## src/rtl/uart_tx_fifo.sv

```systemverilog
// Byte FIFO decoupling s3g_tx reply generation from uart_transceiver bit timing.
// A one-byte hold register absorbs a single write that arrives while the RAM is full.
module uart_tx_fifo #(
    parameter int unsigned DEPTH_LOG2 = 4
) (
    input  logic                  clk,
    input  logic                  rst_n,
    input  logic [7:0]            in_data,
    input  logic                  in_wr,
    output logic                  in_done,
    output logic [7:0]            tx_data,
    output logic                  tx_wr,
    input  logic                  tx_done,
    output logic [DEPTH_LOG2:0]   level,
    output logic                  full,
    output logic                  empty,
    output logic                  overflow,
    input  logic                  ovf_clr
);

    localparam int unsigned DEPTH = 1 << DEPTH_LOG2;

    typedef logic [DEPTH_LOG2:0] ptr_t;
    typedef enum logic {ST_IDLE, ST_WAIT} state_t;

    logic [7:0] mem [DEPTH];
    ptr_t       wr_ptr;
    ptr_t       rd_ptr;
    ptr_t       wr_ptr_nxt;
    ptr_t       rd_ptr_nxt;
    ptr_t       level_nxt;
    logic [7:0] hold;
    logic       pending;
    state_t     state;

    logic       wr_direct;
    logic       wr_capture;
    logic       wr_commit;
    logic       wr_drop;
    logic       ram_we;
    logic [7:0] ram_wdata;
    logic       rd_en;

    // Write decisions use the pre-edge (registered) full flag.
    always_comb begin
        wr_direct  = in_wr && !full && !pending;
        wr_capture = in_wr && full && !pending;
        wr_commit  = pending && !full;
        wr_drop    = in_wr && pending;
        ram_we     = wr_direct || wr_commit;
        ram_wdata  = pending ? hold : in_data;
        rd_en      = (state == ST_IDLE) && !empty;
        wr_ptr_nxt = wr_ptr + ptr_t'(ram_we);
        rd_ptr_nxt = rd_ptr + ptr_t'(rd_en);
        level_nxt  = wr_ptr_nxt - rd_ptr_nxt;
    end

    always_ff @(posedge clk) begin
        if (ram_we) begin
            mem[wr_ptr[DEPTH_LOG2-1:0]] <= ram_wdata;
        end
    end

    always_ff @(posedge clk or negedge rst_n) begin
        if (!rst_n) begin
            wr_ptr   <= '0;
            rd_ptr   <= '0;
            level    <= '0;
            full     <= 1'b0;
            empty    <= 1'b1;
            in_done  <= 1'b0;
            hold     <= '0;
            pending  <= 1'b0;
            overflow <= 1'b0;
        end else begin
            wr_ptr  <= wr_ptr_nxt;
            rd_ptr  <= rd_ptr_nxt;
            level   <= level_nxt;
            full    <= (level_nxt == ptr_t'(DEPTH));
            empty   <= (level_nxt == '0);
            in_done <= ram_we;
            if (wr_capture) begin
                hold    <= in_data;
                pending <= 1'b1;
            end else if (wr_commit) begin
                pending <= 1'b0;
            end
            // A same-cycle drop outranks the clear.
            if (wr_drop) begin
                overflow <= 1'b1;
            end else if (ovf_clr) begin
                overflow <= 1'b0;
            end
        end
    end

    always_ff @(posedge clk or negedge rst_n) begin
        if (!rst_n) begin
            state   <= ST_IDLE;
            tx_wr   <= 1'b0;
            tx_data <= '0;
        end else begin
            case (state)
                ST_IDLE: begin
                    if (!empty) begin
                        tx_data <= mem[rd_ptr[DEPTH_LOG2-1:0]];
                        tx_wr   <= 1'b1;
                        state   <= ST_WAIT;
                    end else begin
                        tx_wr   <= 1'b0;
                    end
                end
                ST_WAIT: begin
                    tx_wr <= 1'b0;
                    if (tx_done) begin
                        state <= ST_IDLE;
                    end
                end
                default: begin
                    tx_wr <= 1'b0;
                    state <= ST_IDLE;
                end
            endcase
        end
    end

endmodule

```

## config.mk

```make
export PLATFORM = sky130hd
export DESIGN_NAME = uart_tx_fifo
export DESIGN_NICKNAME = d
export VERILOG_FILES = /design/src/rtl/uart_tx_fifo.sv
export SDC_FILE = /design/constraint.sdc
export NUM_CORES = 1
export LEC_CHECK = 0
export ABC_AREA = 1
export CORE_UTILIZATION = 60
export CTS_CLUSTER_SIZE = 14
export DETAILED_ROUTE_END_ITERATION = 10
export PLACE_DENSITY = 0.82
export SLEW_MARGIN = 10
export SYNTH_ARGS = -nofsm -noshare
export SYNTH_HDL_FRONTEND = slang
export SYNTH_SLANG_ARGS = --single-unit
```

## constraint.sdc

```tcl
create_clock -name clk -period 4.2 [get_ports clk]
set_input_delay 1.05 -clock clk [delete_from_list [all_inputs] [get_ports clk]]
set_output_delay 1.05 -clock clk [all_outputs]
set_load 0.1 [all_outputs]
```

==> results of run 1 <==
## flip-flops by register name, indices dropped and copies added (netlist names)
| register | flops |
|---|---|
| in_done | 1 |
| pending | 1 |
| full | 1 |
| level | 5 |
| hold | 8 |
| tx_wr | 1 |
| empty | 1 |
| overflow | 1 |
| rd_ptr | 5 |
| wr_ptr | 5 |
| mem | 128 |
| tx_data | 8 |
| state | 1 |
## worst min path at each step
stage	end	slack, ns	startpoint	cells past startpoint
final	tx_data[2]	0.48	tx_data[2]	2
after global routing	tx_data[5]	0.51	tx_data[5]	2
after CTS	tx_data[3]	0.49	tx_data[3]	2
after detailed placement	tx_data[2]	0.47	tx_data[2]	2
after global placement	hold[0]	0.47	hold[0]	2
after floorplan	hold[0]	0.45	hold[0]	2
## power by group
part	internal [mW]	switching (mW)	total [mW]	leakage, nW
Clock	0.874	0.632	1.51	0.280
Combinational	0.742	2.00	2.74	1.27
Sequential	2.09	0.147	2.24	1.62
## cell families after synthesis
group                    count (synthesis)
AND/OR/NAND/NOR                        355
flip-flops                             166
buffers and inverters                   61
AO/OA/AOI/OAI                           23
XOR/XNOR                                 9
adder cells (fa/ha/maj)                  9
## critical path, stage by stage
cell                              delay, ns
sky130_fd_sc_hd__clkdlybuf4s50_1       0.49
sky130_fd_sc_hd__inv_1                 0.07
sky130_fd_sc_hd__a21oi_2               0.27
sky130_fd_sc_hd__ha_1                  0.28
sky130_fd_sc_hd__ha_1                  0.20
sky130_fd_sc_hd__inv_1                 0.07
sky130_fd_sc_hd__fa_1                  0.46
sky130_fd_sc_hd__o21ai_0               0.27
sky130_fd_sc_hd__a21o_1                0.18
sky130_fd_sc_hd__nand3_1               0.08
sky130_fd_sc_hd__nand2_1               0.06
sky130_fd_sc_hd__nor2_1                0.04
## layer usage
| layer | up-vias | global-route usage | wire length, um | part of all wire |
|---|---|---|---|---|
| li1 | 2175 | - | - | - |
| met3 | 42 | 0.0599 | 1190 | 0.080 |
| met2 | 224 | 0.443 | 7380 | 0.50 |
| met4 | 0 | 0.130 | 426 | 0.029 |
| met1 | 2227 | 0.343 | 5840 | 0.39 |
| met5 | - | 0 | 0 | 0 |
## stage by stage
step | util | area (sq um)
global placement | 0.660 | 7310
detailed placement | 0.660 | 7310
global route | 0.712 | 7890
CTS | 0.712 | 7890
floorplan | - | 6940
finish | 0.712 | 7890
## layout by cell type, fill, tap and decap left out, types with 2 or more instances in the layout
master                            instances
sky130_fd_sc_hd__ha_1                     8
sky130_fd_sc_hd__inv_1                   31
sky130_fd_sc_hd__clkinvlp_4               3
sky130_fd_sc_hd__nand3_2                  2
sky130_fd_sc_hd__clkbuf_16               18
sky130_fd_sc_hd__inv_4                    2
sky130_fd_sc_hd__xor2_1                   7
sky130_fd_sc_hd__o21ai_0                 14
sky130_fd_sc_hd__inv_2                    2
sky130_fd_sc_hd__o21ai_1                  5
sky130_fd_sc_hd__dfrtp_1                 36
sky130_fd_sc_hd__buf_4                   11
sky130_fd_sc_hd__nor2_1                  17
sky130_fd_sc_hd__edfxtp_1               128
sky130_fd_sc_hd__nand3_1                108
sky130_fd_sc_hd__inv_6                    4
sky130_fd_sc_hd__clkdlybuf4s50_1         29
sky130_fd_sc_hd__nor2_2                   2
sky130_fd_sc_hd__nand2_1                224
## final cells by class
class	count	area [sq um]
timing repair buffer	41	378
tap	140	175
clock buffer	20	468
clock inverter	12	114
multi-input combinational	396	1830
sequential	166	4800
fill	741	3190
inverter	34	128
==> impl.org, run 1 <==
** Worst setup path
- CP endpoint :: full
- End of the worst register-to-register path :: full
- Setup slack on the worst flop-to-flop path :: 1.34 ns
- Critical path required time :: 4.51 ns
- The worst setup path is of the in -> reg kind.
- In this run the worst setup path begins at in_wr.
- FF-to-FF path depth :: 11
- STA puts the critical path data arrival time at 3.52 ns.
- Sort of element at the end of the critical path :: flop
- STA classifies the critical path startpoint as an input pin.
- CP Max Fanout :: 6
- In this run the critical register-to-register path is launched from pending.

** Clock tree
- Sinks on Clock Net :: 166
- The number of clock buffers added by TritonCTS is 17.
- The number of hold buffers added after CTS was 0.
- Number of instances resized during post-cts repair :: 0
- Clock-pin slew was measured on the worst setup and hold paths at 0.06 ns.
- The longest clock path from root to sink contains 2 buffers.
- In this run the post-CTS setup repair buffer count came out at 0.
- The root buffer cell chosen for the clock tree is sky130_fd_sc_hd__clkbuf_16.
- # H-tree levels :: 4
- Clock latency on the worst-skew pair, taken at its later pin, is 0.42 ns.
- TritonCTS built the clock tree.

** Global route
- The via count of the first global-routing pass was 4535.
- Grt ovf :: 0
- Entering global routing, the biggest net connects 65 pins.
- First-pass GRT wire length :: 22800 um
- Global Route Usage Sum :: 0.270
- The number of antenna violations at the first check in global routing came to 0.

** Detailed routing
- Via density per instance :: 5.77
- Drt drc :: 0
- In the final routed layout, each cell accounts on average for 18.3 um.
- Drt first-iter violations :: 505
- Remaining antenna violation count :: 0
- For this block, the via count after detailed routing is 4668.
- The routed design has 14800 um of wire.
- DR pass1 iterations :: 5

** STA
- Post-Route Hold Slack :: 0.484 ns
- The number of hold violations in the final report was 0.
- For the pin with the worst max-slew slack, the measured transition is 1.10 ns.
- Final setup TNS :: 0 ns
- Setup violations remaining at the end of the flow were counted as 0.
- Setup repair after global routing missed its margin :: no
- Final slew viol count :: 0
- Post-route fraction of the period consumed by the critical path :: 0.766
- Derived from the worst setup path, the maximum achievable clock frequency is 0.311 GHz.
- Time the worst path needs with I/O delays and setup :: 3.22 ns
- Worst Setup Slack, final :: 0.984 ns
- Headroom to the max-slew limit came out at 0.269.
- On the final layout, the worst clock skew is 0.00980 ns.

** Power and ir drop
- Overall Power :: 6.48 mW
- VDD sags by at most 0.748 mV.
- Total power per unit cell area :: 822 mW/mm^2
- Cell leakage power :: 3.18 nW

** Logic synthesis
- Biggest area consumer among synthesized cells :: sky130_fd_sc_hd__edfxtp_1
- Warnings from Yosys :: 0
- After synthesis, the netlist uses 28 different library cells.
- By area, the combinational part of the netlist is dominated by simple AND/OR/NAND/NOR gates.
- Number of synthesized register bits :: 166
- Ys async rst share :: 0.229
- Area share of the leading cell type in the synthesized netlist :: 0.554
- After synthesis, the cell types taking the most area are sky130_fd_sc_hd__edfxtp_1 55%, sky130_fd_sc_hd__dfrtp_1 13%, sky130_fd_sc_hd__nand2_1 12%.
- Share of synthesized area spent on multiplexers :: 0
- Post-synthesis net count :: 645
- In this run the mean area of a mapped cell was 11.1 sq um.
- Seq/Total Area, Yosys :: 0.691
- Post-synthesis xor/xnor area fraction :: 0.0124
- After technology mapping, the gate count stands at 623.
- In the post-synthesis netlist, the cell with the most instances is sky130_fd_sc_hd__nand2_1.
- For this run, the leading register cell type out of synthesis is sky130_fd_sc_hd__edfxtp_1.
- Of the total synthesized cell area, the portion taken by AND, OR, NAND and NOR gates is 0.216.
- Ranked by instance count, the synthesized netlist is headed by 224 x sky130_fd_sc_hd__nand2_1, 128 x sky130_fd_sc_hd__edfxtp_1, 108 x sky130_fd_sc_hd__nand3_1.
- Share of the synthesized area in compound gates (AO/OA/AOI/OAI) :: 0.0177
- Counting flops with a built-in enable in the synthesized netlist gives 128.
- Of the total synthesized cell area, the portion taken by full adders, half adders and majority gates is 0.0173.
- Post-Syn Area :: 0.00694 sq mm

** Floorplanning
- Core ar. :: 0.0111 sq mm
- The die covers 0.0120 sq mm.
- Cell row count :: 38
- Die outline height :: 110 um
- Die Wd :: 110 um
- Num ports :: 31
- For this configuration, the core starts out at a cell density of 0.627.

** Job
- Max Cap Violations :: 0

** Final layout
- From synthesis to final layout, the design area changed by 13.6%.
- Once layout is complete, the cells apart from fillers number 809.
- Net count of the finished layout :: 678
- Number of diodes added for antenna fixing :: 0
- Share of final-layout standard cells stronger than drive strength 1 :: 0.0807

** Place
- The count of buffers added on input and output ports is 30.
- Final RePlAce weighted congestion :: 0.873
- Placed Instances :: 777
- The wire-length estimate of the detail-placed layout is 9190 um.
- Before CTS, the worst setup slack after placement is 0.676 ns.

** Run status
- Result of the run :: completed

** Worst hold path
- The tightest min-delay check is of the reg -> reg type.
No activity file was read; power rests on OpenSTA's default activity.
==> run 2: changes to the inputs <==
==> constraint.sdc (replaced) <==
create_clock -name clk -period 3 [get_ports clk]
set_input_delay 0.75 -clock clk [delete_from_list [all_inputs] [get_ports clk]]
set_output_delay 0.75 -clock clk [all_outputs]
set_load 0.1 [all_outputs]
==> impl.org, run 2 (synthesis gave the netlist of run 1 again) <==
** Power and ir drop
- The power per cell area was 1150 mW/mm^2 (was 822 mW/mm^2).
- Cell leakage power :: 3.33 nW (was 3.18 nW)
- The largest vdd supply drop was 1.10 mV (was 0.748 mV).

** STA
- Post-Route Hold Slack :: 0.422 ns (was 0.484 ns)
- Rel. slew slack :: 0.436 (was 0.269)
- The count of final max-slew check failures is 0 (unchanged).
- Max Clk Rate :: 0.370 GHz
- Worst Setup Slack, final :: 0.299 ns (was 0.984 ns)
- Slew at the pin closest to its max-slew limit :: 0.846 ns (was 1.10 ns)
- For the finished layout, the period the worst path requires is 2.70 ns.
- The final-report setup violation count came to 0 (unchanged).
- Post-route fraction of the period consumed by the critical path :: 0.900
- The number of hold violations in the final report was 0 (unchanged).
- Final worst clock skew :: 0.00933 ns (was 0.00980 ns)
- Setup repair after global routing missed its margin: no (unchanged).

** Floorplanning
- The die extent in y came to 110 um (unchanged).
- The count of pins on the block boundary is 31 (unchanged).
- Die outline area :: 0.0120 sq mm (unchanged)
- Core ar. :: 0.0111 sq mm (unchanged)
- The number of standard-cell rows in the floorplan is 38 (unchanged).
- The initial cell density of the core was 0.627 (unchanged).
- The horizontal die dimension is 110 um (unchanged).

** Detailed routing
- Remaining antenna violation count :: 0 (unchanged)
- Drt first-iter violations :: 580 (was 505)
- Final routed wirelength across all metal layers :: 15000 um (was 14800 um)
- The mean routed wirelength per cell came to 18.0 um (was 18.3 um).
- DR pass1 iterations :: 5 (unchanged)
- Overall via count from detail_route :: 4707 (was 4668)
- The count of unresolved DRC violations after routing came to 0 (unchanged).
- Via density per instance :: 5.66 (was 5.77)

** Clock tree
- Buffer type at the clock tree root :: sky130_fd_sc_hd__clkbuf_16 (unchanged)
- The maximum buffer depth of the clock tree is 2 (unchanged).
- The latest clock arrival within the worst-skew pair came to 0.43 ns (was 0.42 ns).
- The clock slew seen by the registers of the worst setup and hold paths came to 0.06 ns (about the same).
- The CTS buffer count was 17 (unchanged).
- The number of H-tree levels was 4 (unchanged).
- Clock tree from TritonCTS :: done (unchanged)
- The TritonCTS sink count came to 166 (unchanged).
- Post-cts hold buffer count :: 0 (unchanged)
- Number of instances resized during post-cts repair :: 0 (unchanged)
- # Post-CTS Setup Buffers :: 0 (unchanged)

** Global route
- Global Route Usage Sum :: 0.274 (was 0.270)
- First-pass GRT wire length :: 23200 um (was 22800 um)
- Pin count of the biggest net entering global routing :: 66 (was 65)
- The number of antenna violations at the first check in global routing was 0 (unchanged).
- Grt ovf :: 0 (unchanged)
- The via count of the first global-routing pass came to 4574 (was 4535).

** Final layout
- The number of flip-flops under the largest register name is 128 (unchanged).
- The final net count came to 700 (was 678).
- Number of diodes added for antenna fixing :: 0 (unchanged)
- The utilization of the core after routing is 0.728 (was 0.712).
- The filler-free cell count of the finished design came to 831 (was 809).
- Area growth from synthesis to layout :: 16.1% (was 13.6%)
- Share of final-layout standard cells stronger than drive strength 1 :: 0.135 (was 0.0807)
- The most common library cell in the layout ignoring fill and taps was sky130_fd_sc_hd__nand2_1 (unchanged).
- Fillcell total :: 706 (was 741)
- Commonest cells after routing, fill and taps aside: 224 x sky130_fd_sc_hd__nand2_1, 128 x sky130_fd_sc_hd__edfxtp_1, 108 x sky130_fd_sc_hd__nand3_1 (unchanged).

** Worst hold path
- The class of the tightest hold or removal check is in -> async (was reg -> reg).

** Worst setup path
- Kind of launch point of the worst setup path :: input pin (unchanged)
- Critical path required time :: 3.37 ns (was 4.51 ns)
- CP Max Fanout :: 2 (was 6)
- Sort of element at the end of the critical path :: flop (unchanged)
- Startpoint-to-endpoint class of the critical path :: in -> reg (unchanged)
- The arrival time of the worst setup path is 3.07 ns (was 3.52 ns).

** Job
- Max Cap Violations :: 0 (unchanged)

** Place
- IO buf count :: 30 (unchanged)
- The detailed placement HPWL is 9300 um (was 9190 um).
- The worst setup timing slack at the placement stage came to -0.130 ns (was 0.676 ns).
- The placer congestion estimate is 0.837 (was 0.873).
- Placed Instances :: 799 (was 777)

** Run status
- Result of the run: completed (unchanged).
-- run 2: cell types whose count changed in the layout (fill, tap and decap cells not counted), sizes merged --
cell,previous run,this run
buf,12,52
clkdlybuf4s50,29,11
inv,39,33
bufinv,1,5
clkinv,3,6
clkbuf,20,18
clkinvlp,3,4
-- run 2: where the power goes --
| group | switching (mW) | internal, mW | total, mW |
|---|---|---|---|
| combinational | 2.77 | 1.06 | 3.83 |
| sequential | 0.222 | 2.93 | 3.15 |
| clock | 0.868 | 1.47 | 2.34 |
| total | 3.86 | 5.45 | 9.31 |
-- run 2: worst paths after layout --
| check | to | slack (ns) | depth (start not counted) | startpoint |
|---|---|---|---|---|
| worst max-delay path | empty | 0.30 | 12 | in_wr |
| worst min-delay path | tx_wr | 0.42 | 1 | rst_n |
| worst max register to register | empty | 0.36 | 12 | pending |
| worst min register to register | hold[1] | 0.49 | 2 | hold[1] |
| max in group asynchronous | rd_ptr[0] | 2.00 | 1 | rst_n |
| min in group clk | hold[1] | 0.49 | 2 | hold[1] |
-- run 2: per-layer routing --
metal / part of all wire / track usage / wire length, um
met4: 0.031 / 0.138 / 463
met3: 0.076 / 0.0622 / 1130
met2: 0.49 / 0.425 / 7280
met1: 0.41 / 0.367 / 6100
met5: 0 / 0 / 0
-- run 2: worst max-delay path: stages --
cell,delay [ns]
sky130_fd_sc_hd__clkdlybuf4s50_1,0.43
sky130_fd_sc_hd__inv_1,0.10
sky130_fd_sc_hd__a21oi_2,0.07
sky130_fd_sc_hd__ha_1,0.20
sky130_fd_sc_hd__ha_1,0.30
sky130_fd_sc_hd__inv_1,0.07
sky130_fd_sc_hd__fa_1,0.46
sky130_fd_sc_hd__o21ai_0,0.24
sky130_fd_sc_hd__a21oi_1,0.13
sky130_fd_sc_hd__nand3_1,0.13
sky130_fd_sc_hd__nand2_1,0.11
sky130_fd_sc_hd__nor2_2,0.10
-- run 2: layout make-up --
| class | count | area [sq um] | share of cell area |
|---|---|---|---|
| Timing Repair Buffer | 63 | 498 | 0.0618 |
| Sequential cell | 166 | 4800 | 0.595 |
| Inverter | 34 | 128 | 0.0158 |
| Clock buffer | 18 | 429 | 0.0532 |
| Clock inverter | 14 | 208 | 0.0258 |
| Multi-Input combinational cell | 396 | 1830 | 0.227 |
| Tap cell | 140 | 175 | 0.0217 |
-- run 2: per-stage QoR --
step                setup TNS, ns  power [mW]  instance area (sq um)
finish                          0        9.31                   8060
global route                    0        9.81                   8060
CTS                             0        9.29                   8060
detailed placement         -0.324        6.95                   7430
global placement                0        6.79                   7430
floorplan                       0        6.04                   6940
==> run 3: changes to the inputs <==
--- a/config.mk
+++ b/config.mk
@@ -6,9 +6,11 @@
 export NUM_CORES = 1
 export LEC_CHECK = 0
 export ABC_AREA = 1
+export ABC_CLOCK_PERIOD_IN_PS = 3000
 export CORE_UTILIZATION = 60
 export CTS_CLUSTER_SIZE = 14
 export DETAILED_ROUTE_END_ITERATION = 10
+export MAX_ROUTING_LAYER = met4
 export PLACE_DENSITY = 0.82
 export SLEW_MARGIN = 10
 export SYNTH_ARGS = -nofsm -noshare
==> impl.org, run 3 (synthesis gave the netlist of run 1 again) <==
** Final layout
- Most common cell after layout, fill and taps aside :: sky130_fd_sc_hd__nand2_1 (unchanged)
- The area of combinational cells with multiple inputs came to 0.00183 sq mm (unchanged).
- The number of flip-flops under the largest register name was 128 (unchanged).
- The number of filler cells placed in the layout was 706 (unchanged).
- The growth of design area from synthesis to finish is 16.1% (unchanged).
- The antenna cell count came to 0 (unchanged).
- The flip-flop and latch area came to 0.00480 sq mm (unchanged).
- Commonest cells after routing, fill and taps aside :: 224 x sky130_fd_sc_hd__nand2_1, 128 x sky130_fd_sc_hd__edfxtp_1, 108 x sky130_fd_sc_hd__nand3_1 (unchanged)
- Share of final-layout standard cells stronger than drive strength 1 :: 0.135 (unchanged)
- The final net count is 700 (unchanged).
- The filler-free cell count of the finished design came to 831 (unchanged).

** Place
- Placed Instances :: 799 (unchanged)
- Estimated wirelength of the detail-placed design :: 9300 um (unchanged)
- Final RePlAce weighted congestion :: 0.850 (was 0.837)
- IO buf count :: 30 (unchanged)

** Worst setup path
- CP Max Fanout :: 2 (unchanged)
- Arrival @ worst endpoint :: 3.07 ns (about the same)
- The nature of the critical path endpoint was a flop (unchanged).
- Setup slack on the worst flop-to-flop path :: 0.35 ns (was 0.36 ns)
- The endpoint required time on the critical path is 3.37 ns (about the same).
- Kind of launch point of the worst setup path :: input pin (unchanged)
- Startpoint-to-endpoint class of the critical path :: in -> reg (unchanged)

** Clock tree
- The maximum buffer depth of the clock tree came to 2 (unchanged).
- Buffer type at the clock tree root :: sky130_fd_sc_hd__clkbuf_16 (unchanged)
- Clock Pin Slew Worst Setup and Hold Paths :: 0.06 ns (about the same)
- The number of resized instances in the post-cts repair step is 0 (unchanged).
- The number of H-tree levels came to 4 (unchanged).
- The number of post-CTS setup repair buffers is 0 (unchanged).
- The TritonCTS sink count was 166 (unchanged).
- The CTS buffer count is 17 (unchanged).
- Post-cts hold buffer count :: 0 (unchanged)
- Clock tree from TritonCTS :: done (unchanged)
- The latest clock arrival within the worst-skew pair was 0.43 ns (about the same).

** STA
- The number of hold violations in the final report was 0 (unchanged).
- Max Clk Rate :: 0.370 GHz (about the same)
- The summed negative setup slack over all endpoints was 0 ns (unchanged).
- Setup repair after global routing missed its margin: no (unchanged).
- The clock skew came to 0.00882 ns (was 0.00933 ns).
- Slew at the pin closest to its max-slew limit :: 0.826 ns (was 0.846 ns)
- Time the worst path needs with I/O delays and setup :: 2.70 ns (about the same)
- The headroom to the max-slew limit was 0.449 (was 0.436).
- The final worst-path cycle share was 0.901 (was 0.900).
- Final slew viol count :: 0 (unchanged)
- Post-Route Hold Slack :: 0.414 ns (was 0.422 ns)
- Setup-failing EPs final :: 0 (unchanged)

** Power and ir drop
- The clock network fraction of design power is 0.251 (about the same).
- Flop pwr share :: 0.338 (about the same)
- Combinational group share of total power :: 0.411 (about the same)
- Fraction of power spent switching nets :: 0.415 (about the same)
- The leakage component of the power was 3.33 nW (unchanged).
- Switching power :: 3.87 mW (was 3.86 mW)
- The internal portion of total power is 5.45 mW (about the same).
- Total power per unit cell area :: 1160 mW/mm^2 (was 1150 mW/mm^2)
- The largest vdd supply drop was 1.10 mV (about the same).

** Detailed routing
- Via density per instance :: 5.67 (was 5.66)
- The via count came to 4709 (was 4707).
- The count of unresolved DRC violations after routing is 0 (unchanged).
- The total length of routed wires came to 15100 um (was 15000 um).
- DR pass1 iterations :: 5 (unchanged)
- Drt first-iter violations :: 531 (was 580)
- Routed WL per cell :: 18.1 um (was 18.0 um)
- The post-route antenna net violation count is 0 (unchanged).

** Worst hold path
- Worst hold-check path type :: in -> async (unchanged)

** Floorplanning
- The area of the core is 0.0111 sq mm (unchanged).
- The count of pins on the block boundary came to 31 (unchanged).
- Starting density of the core :: 0.627 (unchanged)
- Cell row count :: 38 (unchanged)
- The area of the die came to 0.0120 sq mm (unchanged).
- Die Wd :: 110 um (unchanged)
- The die extent in y came to 110 um (unchanged).

** Global route
- The largest net degree at the start of global routing was 66 (unchanged).
- Initial antenna violation count :: 0 (unchanged)
- The total routing usage reported by global routing was 0.283 (was 0.274).
- Grt ovf :: 0 (unchanged)
- The via count of the first global-routing pass was 4570 (was 4574).
- The global-route wire length before repair came to 23200 um (about the same).

** Run status
- Result of the run: completed (unchanged).

** Job
- Max Cap Violations :: 0 (unchanged)
-- run 3: cell counts in the layout (fill, tap and decap cells not counted) --
No cell type changed its count.
-- run 3: critical path, stage by stage --
cell                              delay, ns
sky130_fd_sc_hd__clkdlybuf4s50_1       0.43
sky130_fd_sc_hd__inv_1                 0.10
sky130_fd_sc_hd__a21oi_2               0.07
sky130_fd_sc_hd__ha_1                  0.20
sky130_fd_sc_hd__ha_1                  0.29
sky130_fd_sc_hd__inv_1                 0.07
sky130_fd_sc_hd__fa_1                  0.46
sky130_fd_sc_hd__o21ai_0               0.24
sky130_fd_sc_hd__a21oi_1               0.12
sky130_fd_sc_hd__nand3_1               0.13
sky130_fd_sc_hd__nand2_1               0.11
sky130_fd_sc_hd__nor2_2                0.10
-- run 3: power groups by stage --
stage / Combinational [mW] / Clock, mW / Sequential, mW
CTS: 3.79 / 2.35 / 3.15
floorplan: 2.21 / 0 / 3.82
finish: 3.84 / 2.34 / 3.15
global route: 4.18 / 2.44 / 3.19
detailed placement: 3.76 / 0 / 3.19
global placement: 3.62 / 0 / 3.17
-- run 3: area by class of cell --
cell class              instances  area share
clock buffers                  18      0.0532
clock inverters                14      0.0258
inverters                      34      0.0158
multi-input cells             396       0.227
flip-flops and latches        166       0.595
well taps                     140      0.0217
repair buffers                 63      0.0618
-- run 3: path summary, 6_finish.rpt --
kind	from	end	depth (start not counted)
min in group clk	hold[1]	hold[1]	2
setup reg to reg	pending	empty	12
hold reg to reg	hold[1]	hold[1]	2
setup / recovery	in_wr	empty	12
max in group asynchronous	rst_n	rd_ptr[0]	1
hold / removal	rst_n	tx_data[4]	1
-- run 3: metrics by stage --
stage,setup WS [ns],power (mW),util,instance area (sq um)
2_1_floorplan,0.237,6.04,-,6940
3_3_place_gp,0.00594,6.79,0.670,7430
3_5_place_dp,-0.130,6.95,0.670,7430
4_1_cts,0.313,9.29,0.728,8060
5_1_grt,0.145,9.81,0.728,8060
6_report,0.297,9.33,0.728,8060
-- run 3: per-layer routing --
metal | vias up | share of wire | track usage
met5 | - | 0 | -
met2 | 239 | 0.48 | 0.428
li1 | 2220 | - | -
met4 | 0 | 0.026 | 0.138
met3 | 33 | 0.085 | 0.0593
met1 | 2217 | 0.40 | 0.368
